**src/rtl/control_sequencer_if.sv**
```systemverilog
// Bus between the multicycle control sequencer and its fetch port, datapath select lines
// and data-memory handshake. The sequencer takes the master side.
interface control_sequencer_if #(
    parameter int N  = 8,
    parameter int PW = 8,
    parameter int IW = N + 8
);
    logic [PW-1:0] InstrAddr;
    logic          InstrReq;
    logic          InstrValid;
    logic [IW-1:0] InstrData;
    logic [1:0]    RDst3;
    logic [1:0]    RSrc1;
    logic [N-1:0]  Src2;
    logic [1:0]    ALUOp;
    logic          ALUSrc2;
    logic          ALUorM;
    logic          WE;
    logic          RegWrite;
    logic          MemReq;
    logic          MemReady;
    logic          Halted;

    modport master (
        output InstrAddr, InstrReq,
        input  InstrValid, InstrData,
        output RDst3, RSrc1, Src2,
        output ALUOp, ALUSrc2, ALUorM, WE, RegWrite, MemReq,
        input  MemReady,
        output Halted
    );

    modport slave (
        input  InstrAddr, InstrReq,
        output InstrValid, InstrData,
        input  RDst3, RSrc1, Src2,
        input  ALUOp, ALUSrc2, ALUorM, WE, RegWrite, MemReq,
        output MemReady,
        input  Halted
    );
endinterface

```
**src/rtl/control_sequencer.sv**
```systemverilog
// Multicycle control sequencer: FETCH/DECODE/EXEC/MEM/WB/HALT with Moore-decoded control lines.
// Define CONTROL_SEQUENCER_PERF_EN to add saturating CycleCnt/InstrCnt performance counters.
module control_sequencer #(
    parameter int N  = 8,
    parameter int PW = 8,
    parameter int IW = N + 8
) (
    input  logic clk,
    input  logic rst,
    control_sequencer_if.master bus
`ifdef CONTROL_SEQUENCER_PERF_EN
    ,
    output logic [15:0] CycleCnt,
    output logic [15:0] InstrCnt
`endif
);

    typedef enum logic [2:0] {
        S_FETCH,
        S_DECODE,
        S_EXEC,
        S_MEM,
        S_WB,
        S_HALT
    } state_e;

    localparam logic [3:0] OP_ADD  = 4'h0;
    localparam logic [3:0] OP_SUB  = 4'h1;
    localparam logic [3:0] OP_AND  = 4'h2;
    localparam logic [3:0] OP_OR   = 4'h3;
    localparam logic [3:0] OP_ADDI = 4'h4;
    localparam logic [3:0] OP_LD   = 4'h5;
    localparam logic [3:0] OP_ST   = 4'h6;
    localparam logic [3:0] OP_JMP  = 4'h7;
    localparam logic [3:0] OP_HALT = 4'hF;

    localparam logic [1:0] ALU_ADD = 2'b00;

    state_e        state, state_nxt;
    logic [PW-1:0] pc, pc_nxt;
    logic [IW-1:0] ir, ir_nxt;

    logic [3:0] opcode;
    logic       is_alu, is_ld, is_st, is_imm;

    logic       instr_req;
    logic [1:0] alu_op;
    logic       alu_src2;
    logic       alu_or_m;
    logic       we;
    logic       reg_write;
    logic       mem_req;
    logic       halted;

    assign opcode = ir[IW-1:IW-4];
    assign is_alu = (opcode[3:2] == 2'b00);
    assign is_ld  = (opcode == OP_LD);
    assign is_st  = (opcode == OP_ST);
    assign is_imm = (opcode == OP_ADDI) || is_ld || is_st;

    always_ff @(posedge clk or posedge rst) begin
        if (rst) begin
            state <= S_FETCH;
            pc    <= '0;
            ir    <= '0;
        end else begin
            // NOTE: state flops use <= so every register updates from the same pre-edge values.
            state <= state_nxt;
            pc    <= pc_nxt;
            ir    <= ir_nxt;
        end
    end

    always_comb begin
        // NOTE: every variable gets a default before the case so no path can infer a latch.
        state_nxt = state;
        pc_nxt    = pc;
        ir_nxt    = ir;
        instr_req = 1'b0;
        alu_op    = ALU_ADD;
        alu_src2  = 1'b0;
        alu_or_m  = 1'b0;
        we        = 1'b0;
        reg_write = 1'b0;
        mem_req   = 1'b0;
        halted    = 1'b0;

        case (state)
            S_FETCH: begin
                instr_req = 1'b1;
                if (bus.InstrValid) begin
                    ir_nxt    = bus.InstrData;
                    pc_nxt    = pc + PW'(1);
                    state_nxt = S_DECODE;
                end
            end

            S_DECODE: begin
                case (opcode)
                    OP_JMP: begin
                        pc_nxt    = ir[PW-1:0];
                        state_nxt = S_FETCH;
                    end
                    OP_HALT: state_nxt = S_HALT;
                    OP_ADD, OP_SUB, OP_AND, OP_OR,
                    OP_ADDI, OP_LD, OP_ST: state_nxt = S_EXEC;
                    default: state_nxt = S_FETCH;
                endcase
            end

            S_EXEC: begin
                alu_src2  = is_imm;
                alu_op    = is_alu ? opcode[1:0] : ALU_ADD;
                state_nxt = (is_ld || is_st) ? S_MEM : S_WB;
            end

            // Address operands stay selected so the ALU keeps presenting the effective address.
            S_MEM: begin
                alu_src2 = 1'b1;
                alu_op   = ALU_ADD;
                mem_req  = 1'b1;
                we       = is_st;
                if (bus.MemReady) begin
                    state_nxt = is_ld ? S_WB : S_FETCH;
                end
            end

            S_WB: begin
                reg_write = 1'b1;
                alu_or_m  = is_ld;
                state_nxt = S_FETCH;
            end

            S_HALT: begin
                halted    = 1'b1;
                state_nxt = S_HALT;
            end

            default: state_nxt = S_FETCH;
        endcase
    end

    assign bus.InstrAddr = pc;
    assign bus.InstrReq  = instr_req;
    assign bus.RDst3     = ir[IW-5:IW-6];
    assign bus.RSrc1     = ir[IW-7:IW-8];
    assign bus.Src2      = ir[N-1:0];
    assign bus.ALUOp     = alu_op;
    assign bus.ALUSrc2   = alu_src2;
    assign bus.ALUorM    = alu_or_m;
    assign bus.WE        = we;
    assign bus.RegWrite  = reg_write;
    assign bus.MemReq    = mem_req;
    assign bus.Halted    = halted;

`ifdef CONTROL_SEQUENCER_PERF_EN
    localparam logic [15:0] CNT_MAX = 16'hFFFF;

    logic enter_fetch;

    assign enter_fetch = (state_nxt == S_FETCH) &&
                         ((state == S_DECODE) || (state == S_MEM) || (state == S_WB));

    always_ff @(posedge clk or posedge rst) begin
        if (rst) begin
            CycleCnt <= '0;
            InstrCnt <= '0;
        end else begin
            if ((state != S_HALT) && (CycleCnt != CNT_MAX)) begin
                CycleCnt <= CycleCnt + 16'd1;
            end
            if (enter_fetch && (InstrCnt != CNT_MAX)) begin
                InstrCnt <= InstrCnt + 16'd1;
            end
        end
    end
`endif

    we_regwrite_exclusive: assert property (@(posedge clk) disable iff (rst) !(we && reg_write));
    regwrite_single_cycle: assert property (@(posedge clk) disable iff (rst) reg_write |=> !reg_write);
    halted_no_fetch:       assert property (@(posedge clk) disable iff (rst) halted |-> !instr_req);

endmodule

```
**src/flat_wrapper.sv**
```systemverilog
// flat-port wrapper written by rule: the top's interface ports become plain ports
module control_sequencer_flat 
#(
    parameter int N  = 8,
    parameter int PW = 8,
    parameter int IW = N + 8
)
  (clk, rst, bus_InstrAddr, bus_InstrReq, bus_InstrValid, bus_InstrData, bus_RDst3, bus_RSrc1, bus_Src2, bus_ALUOp, bus_ALUSrc2, bus_ALUorM, bus_WE, bus_RegWrite, bus_MemReq, bus_MemReady, bus_Halted);
  control_sequencer_if #(.N(N), .PW(PW), .IW(IW)) bus_i ();
  input  logic clk;
  input  logic rst;
  output wire logic [$bits(bus_i.InstrAddr)-1:0] bus_InstrAddr;
  output wire logic [$bits(bus_i.InstrReq)-1:0] bus_InstrReq;
  input wire logic [$bits(bus_i.InstrValid)-1:0] bus_InstrValid;
  input wire logic [$bits(bus_i.InstrData)-1:0] bus_InstrData;
  output wire logic [$bits(bus_i.RDst3)-1:0] bus_RDst3;
  output wire logic [$bits(bus_i.RSrc1)-1:0] bus_RSrc1;
  output wire logic [$bits(bus_i.Src2)-1:0] bus_Src2;
  output wire logic [$bits(bus_i.ALUOp)-1:0] bus_ALUOp;
  output wire logic [$bits(bus_i.ALUSrc2)-1:0] bus_ALUSrc2;
  output wire logic [$bits(bus_i.ALUorM)-1:0] bus_ALUorM;
  output wire logic [$bits(bus_i.WE)-1:0] bus_WE;
  output wire logic [$bits(bus_i.RegWrite)-1:0] bus_RegWrite;
  output wire logic [$bits(bus_i.MemReq)-1:0] bus_MemReq;
  input wire logic [$bits(bus_i.MemReady)-1:0] bus_MemReady;
  output wire logic [$bits(bus_i.Halted)-1:0] bus_Halted;
  assign bus_InstrAddr = bus_i.InstrAddr;
  assign bus_InstrReq = bus_i.InstrReq;
  assign bus_i.InstrValid = bus_InstrValid;
  assign bus_i.InstrData = bus_InstrData;
  assign bus_RDst3 = bus_i.RDst3;
  assign bus_RSrc1 = bus_i.RSrc1;
  assign bus_Src2 = bus_i.Src2;
  assign bus_ALUOp = bus_i.ALUOp;
  assign bus_ALUSrc2 = bus_i.ALUSrc2;
  assign bus_ALUorM = bus_i.ALUorM;
  assign bus_WE = bus_i.WE;
  assign bus_RegWrite = bus_i.RegWrite;
  assign bus_MemReq = bus_i.MemReq;
  assign bus_i.MemReady = bus_MemReady;
  assign bus_Halted = bus_i.Halted;
  control_sequencer #(.N(N), .PW(PW), .IW(IW)) u_core (.clk(clk), .rst(rst), .bus(bus_i));
endmodule
```
**config.mk**
```make
export PLATFORM = sky130hd
export DESIGN_NAME = control_sequencer_flat
export DESIGN_NICKNAME = d
export VERILOG_FILES = /design/src/rtl/control_sequencer_if.sv /design/src/rtl/control_sequencer.sv /design/src/flat_wrapper.sv
export SDC_FILE = /design/constraint.sdc
export NUM_CORES = 1
export LEC_CHECK = 0
export ABC_AREA = 1
export BUFFER_PORTS_ARGS = -buffer_cell sky130_fd_sc_hd__buf_2
export CORE_ASPECT_RATIO = 0.8
export CORE_MARGIN = 1
export CORE_UTILIZATION = 32
export DETAILED_ROUTE_END_ITERATION = 8
export SETUP_SLACK_MARGIN = 0.2
export SYNTH_ARGS = -nofsm -noshare
export SYNTH_HDL_FRONTEND = slang
export SYNTH_SLANG_ARGS = --single-unit
```
**constraint.sdc**
```tcl
create_clock -name clk -period 1.8 [get_ports clk]
set_input_delay 0.09 -clock clk [delete_from_list [all_inputs] [get_ports clk]]
set_output_delay 0.09 -clock clk [all_outputs]
set_load 0.01 [all_outputs]
```
==> results.toml, run 1 <==
[synth]
yosysSeqAreaShare = 0.415
synth_largest_area_cell = "dfrtp_1"
syn_avg_cell_area_um2 = 7.57
yosysUniqueCellTypes = 28
synthSimpleGateAreaFrac = 0.351
synth-xor-area-share = 0
synth_top_family_by_area = "simple AND/OR/NAND/NOR gates"
ys_top_cells_by_area = "dfrtp_1, nand2_1, buf_4, inv_1, nand3_1"
yosys.area.top_type_share = 0.415
synth_area_um2 = 1630
synthCells = 215
muxShareOfSynthArea = 0
yosys_register_bits = 27
synth_fp_nets = 236
synth_fa_ha_area_frac = 0.00769
synth_warnings = 0
synth_compound_area_frac = 0.0831

[grt]
grt.overflow.total = 0
grt_pass1_wl_mm = 6.02
grt_usage = 0.149
antenna_found_initial = 0
grt_pass1_vias = 1319
grt_max_degree = 28

[power]
ir_worst_vdd_mv = 0.604
p_leak_nw = 1.05
p_sw_frac = 0.482
p_int_mw = 1.71
p_clk_frac = 0.111
p_total_mw = 3.31
power_density_nw_per_um2 = 1680
p_switching_mw = 1.60
seqPwrFrac = 0.357
combPwrFrac = 0.532

[floorplan]
core-area_um2 = 4730
rows = 22
die_w_um = 81.7
pin_count = 49
die_h_um = 65.8
start_util = 0.344
dieArea_um2 = 5370

[critical_path]
path_max_fanout = 8
ff2ff_path_depth = 6
cp.required_ns = 1.71
startpoint_type = "register"
criticalPathCategory = "reg -> out"
crit_path_end_kind = "primary output"
arrival_ns = 1.42

[clocking]
clockBufferDepth = 2
insertion_delay_ns = 0.28
cts-root-buf = "clkbuf_8"
cts_tree = "built"
cts-buffers-inserted = 3
clkTransAtPathRegs_ns = 0.10
cts_sinks = 27
htree_num_levels = 1

[timing]
relSlewSlack = 0.741
worst_pin_slew_ns = 0.387
fin_crit_ns = 1.51
slew_violations = 0
fmax_mhz = 664
fin_tns_setup_ns = 0
whs_ns = 0.0102
hold_viol = 0
finalSetupViolCount = 0
rsz0062_at_grt = "true"
skew_ns = 0.00558
finalCritPeriodShare = 0.836

[layout]
fin_nets = 283
areaGrowthSynthToFinish_pct = 21.1
final.fill_count = 522
diodes = 0
ff_latch_area_um2 = 676
multiInputGateArea_um2 = 728
drive_above_1_share = 0.299

[detailed_routing]
route.vias.total = 1444
first_iter_violations = 95
wirelength_mm = 3.64
viasPerCell = 4.50
first_pass_iters = 4
detail_route.wl_per_cell_um = 11.3
drc = 0
postRouteAntennaNets = 0

[place]
port_buffers = 48
place_congestion = 0.771
place_hpwl_mm = 2.69

[min_path]
min_path_type = "in -> reg"
holdPathStages = 3

[job]
max-cap-violations = 0

[outcome]
status = "complete, no violations"
-- worst max-delay path, stage by stage (launching register included) --
cell     delay (ns)
dfrtp_1        0.45
inv_4          0.13
nand2_2        0.10
nor2_4         0.13
inv_2          0.06
nor3_1         0.12
buf_2          0.15
-- sequential cells by signal, summed over array words and instances (netlist names) --
register / count
u_core.ir: 16
u_core.bus.InstrAddr: 8
u_core.state: 3
-- per-stage QoR --
stage	cells	area, µm²	setup slack, ns	util
after global routing	321	1970	0.172	0.416
final	321	1970	0.295	0.416
after floorplan	215	1630	0.604	-
after detailed placement	308	1820	0.374	0.385
after CTS	319	1940	0.224	0.410
after global placement	308	1820	0.390	0.385
-- worst paths after layout --
kind                                       start                      end  slack (ns)
worst min register to register      u_core.ir[8]             u_core.ir[8]        0.49
worst max register to register   u_core.state[0]  u_core.bus.InstrAddr[5]        0.31
max in group asynchronous                    rst  u_core.bus.InstrAddr[6]        1.13
worst min-delay path            bus_InstrData[0]             u_core.ir[0]        0.01
min in group asynchronous                    rst             u_core.ir[0]        0.40
worst max-delay path             u_core.state[2]             bus_ALUOp[1]        0.29
-- layout by cell type, fill, tap and decap left out, types with 2 or more instances in the layout --
| master | count |
|---|---|
| a21oi_1 | 3 |
| o21ai_0 | 7 |
| nor2_4 | 3 |
| nor2_2 | 6 |
| buf_4 | 2 |
| nor2_1 | 13 |
| inv_4 | 2 |
| nand2_2 | 2 |
| inv_1 | 23 |
| dlygate4sd3_1 | 8 |
| clkbuf_8 | 3 |
| o21ai_2 | 3 |
| nand2_1 | 66 |
| buf_2 | 48 |
| nor3_1 | 4 |
| nand3_1 | 17 |
| dfrtp_1 | 27 |
| inv_2 | 2 |
| nand3_2 | 2 |
| o21ai_1 | 10 |
-- cell usage after synthesis --
cell type  number
a21oi_1         3
a21oi_2         1
buf_2           1
buf_4          12
buf_6           3
dfrtp_1        27
ha_1            1
inv_1          23
inv_2           3
inv_4           1
nand2_1        66
nand2_2         2
nand2_4         1
nand2_8         1
nand3_1        17
nand3_2         2
nand3_4         1
nand3b_1        1
nand4_1         1
nor2_1         15
nor2_2          5
nor2_4          2
nor3_1          4
nor4_1          1
o21ai_0         7
o21ai_1        10
o21ai_2         3
or2_0           1
-- power groups by stage --
| stage | combinational (mW) | sequential (mW) | clock [mW] |
|---|---|---|---|
| after floorplan | 1.45 | 1.16 | 0 |
| after global routing | 2.00 | 1.23 | 0.399 |
| final | 1.76 | 1.18 | 0.366 |
| after CTS | 1.75 | 1.18 | 0.376 |
| after global placement | 1.71 | 1.18 | 0 |
| after detailed placement | 1.73 | 1.18 | 0 |
-- final cells by class --
type                    instances  share of cell area
clock buffers                   3              0.0210
clock inverters                 1             0.00381
inverters                      27              0.0540
multi-input cells             145               0.370
flip-flops and latches         27               0.343
well taps                      60              0.0381
repair buffers                 58               0.170
-- what timing repair did --
action | in CTS | in global routing
setup buffers | 0 | 1
endpoints found under the hold margin | 33 | 1
pin swaps | 0 | 0
hold buffers | 7 | 1
setup endpoints to repair | 2 | 3
resized for setup | 1 | 3
-- layer usage --
| layer | wire, µm | vias up | GRT usage | part of all wire |
|---|---|---|---|---|
| met1 | 1870 | 644 | 0.212 | 0.51 |
| li1 | - | 753 | - | - |
| met4 | 59 | 0 | 0.0526 | 0.016 |
| met5 | 0 | - | 0 | 0 |
| met3 | 203 | 4 | 0.0359 | 0.056 |
| met2 | 1510 | 43 | 0.219 | 0.41 |
-- logic make-up after synthesis --
logic type | count (synthesis)
AO/OA/AOI/OAI | 24
adder cells (fa/ha/maj) | 1
buffers and inverters | 43
flip-flops | 27
AND/OR/NAND/NOR | 120
(Power assumes the default switching activity.)
==> inputs of run 2 (changes only) <==
==> constraint.sdc (replaced) <==
create_clock -name clk -period 1.45 [get_ports clk]
set_input_delay 0.0725 -clock clk [delete_from_list [all_inputs] [get_ports clk]]
set_output_delay 0.0725 -clock clk [all_outputs]
set_load 0.01 [all_outputs]
==> results.toml, run 2 (synthesis results as in run 1) <==
[clocking]
insertion_delay_ns = 0.28
cts-root-buf = "clkbuf_8"
clockBufferDepth = 2
htree_num_levels = 1
clkTransAtPathRegs_ns = 0.10
cts_sinks = 27
cts_tree = "built"
cts-buffers-inserted = 3

[detailed_routing]
postRouteAntennaNets = 0
detail_route.wl_per_cell_um = 11.6
first_iter_violations = 133
first_pass_iters = 4
wirelength_mm = 3.92
drc = 0
viasPerCell = 4.48
route.vias.total = 1518

[layout]
layoutNonFillerInstCount = 339
regMostFlops = "u_core.ir"
areaGrowthSynthToFinish_pct = 35.5
final_core_util = 0.465
multiInputGateArea_um2 = 788
layout_common_cells = "nand2_1, buf_2, dfrtp_1, inv_1, nand3_1"
final.fill_count = 476
drive_above_1_share = 0.391
diodes = 0
largest_register_ffs = 16
ff_latch_area_um2 = 678
final_common_cell = "nand2_1"
fin_nets = 301

[floorplan]
core-area_um2 = 4730
dieArea_um2 = 5370
pin_count = 49
rows = 22
start_util = 0.344
die_h_um = 65.8
die_w_um = 81.7

[timing]
rsz0062_at_grt = "true"
worst_pin_slew_ns = 0.355
fin_crit_ns = 1.36
hold_viol = 0
slew_violations = 0
finalSetupViolCount = 0
relSlewSlack = 0.763
skew_ns = 0.00769
finalCritPeriodShare = 0.940
fmax_mhz = 733

[grt]
antenna_found_initial = 0
grt.overflow.total = 0
grt_usage = 0.160
grt_pass1_wl_mm = 6.51
grt_pass1_vias = 1393
grt_max_degree = 28

[place]
place_congestion = 0.754
place_hpwl_mm = 2.71
dpl.cell_count = 310
port_buffers = 48

[critical_path]
cp.required_ns = 1.38
crit_path_end_kind = "primary output"
ff2ff_path_depth = 8
arrival_ns = 1.29
criticalPathCategory = "reg -> out"
path_max_fanout = 6
startpoint_type = "register"

[power]
ir_worst_vdd_mv = 0.987
p_leak_nw = 1.16
power_density_nw_per_um2 = 2100

[min_path]
holdPathStages = 3
min_path_type = "in -> reg"

[outcome]
status = "complete, no violations"

[job]
max-cap-violations = 0
## run 2: area by class of cell
| class | count | area share |
|---|---|---|
| multi-input cells | 146 | 0.358 |
| inverters | 27 | 0.0505 |
| repair inverters | 1 | 0.00284 |
| well taps | 60 | 0.0341 |
| repair buffers | 74 | 0.225 |
| flip-flops and latches | 27 | 0.308 |
| clock inverters | 1 | 0.00341 |
| clock buffers | 3 | 0.0187 |
## run 2: what timing repair did
item                       4_1_cts  5_1_grt
resized for setup               15       12
buffers inserted                11        2
setup endpoints to repair       33       35
hold buffers                    10        0
pin swaps                        2        2
hold endpoints to repair        36        0
gates cloned                     2        0
## run 2: path summary, 6_finish.rpt
kind	startpoint	end	slack, ns
max	u_core.state[1]	bus_ALUOp[0]	0.09
min	bus_InstrData[14]	u_core.ir[14]	0.003
max reg2reg	u_core.state[1]	u_core.bus.InstrAddr[2]	0.10
min reg2reg	u_core.ir[8]	u_core.ir[8]	0.49
max in group asynchronous	rst	u_core.state[0]	0.78
min in group asynchronous	rst	u_core.ir[14]	0.38
## run 2: where the power goes
| group | internal [mW] | switching, mW |
|---|---|---|
| sequential | 1.12 | 0.338 |
| combinational | 1.17 | 1.57 |
| clock | 0.195 | 0.246 |
| total | 2.48 | 2.16 |
## run 2: stage by stage
| stage | setup slack, ns | hold WS [ns] | cell area [µm²] | setup TNS [ns] | total power [mW] |
|---|---|---|---|---|---|
| floorplan | 0.254 | 0.125 | 1630 | 0 | 3.24 |
| global placement | 0.139 | 0.153 | 1840 | 0 | 3.61 |
| detailed placement | 0.121 | 0.157 | 1840 | 0 | 3.66 |
| CTS | 0.100 | 0.00413 | 2150 | 0 | 4.55 |
| global route | -0.0379 | 0.0187 | 2200 | -0.0551 | 5.07 |
| finish | 0.0865 | 0.00255 | 2200 | 0 | 4.64 |
## run 2: worst max-delay path: stages, from the launching register on
cell     delay (ns)
dfrtp_2        0.47
nand2_4        0.09
nor2_4         0.14
inv_2          0.07
nor3_2         0.09
buf_2          0.14
## run 2: routing by layer
metal  vias up  share of wire  GRT usage
li1        794              -          -
met1       681           0.50      0.241
met2        41           0.44      0.235
met3         2          0.051     0.0317
met4         0         0.0069     0.0263
met5         -              0          0
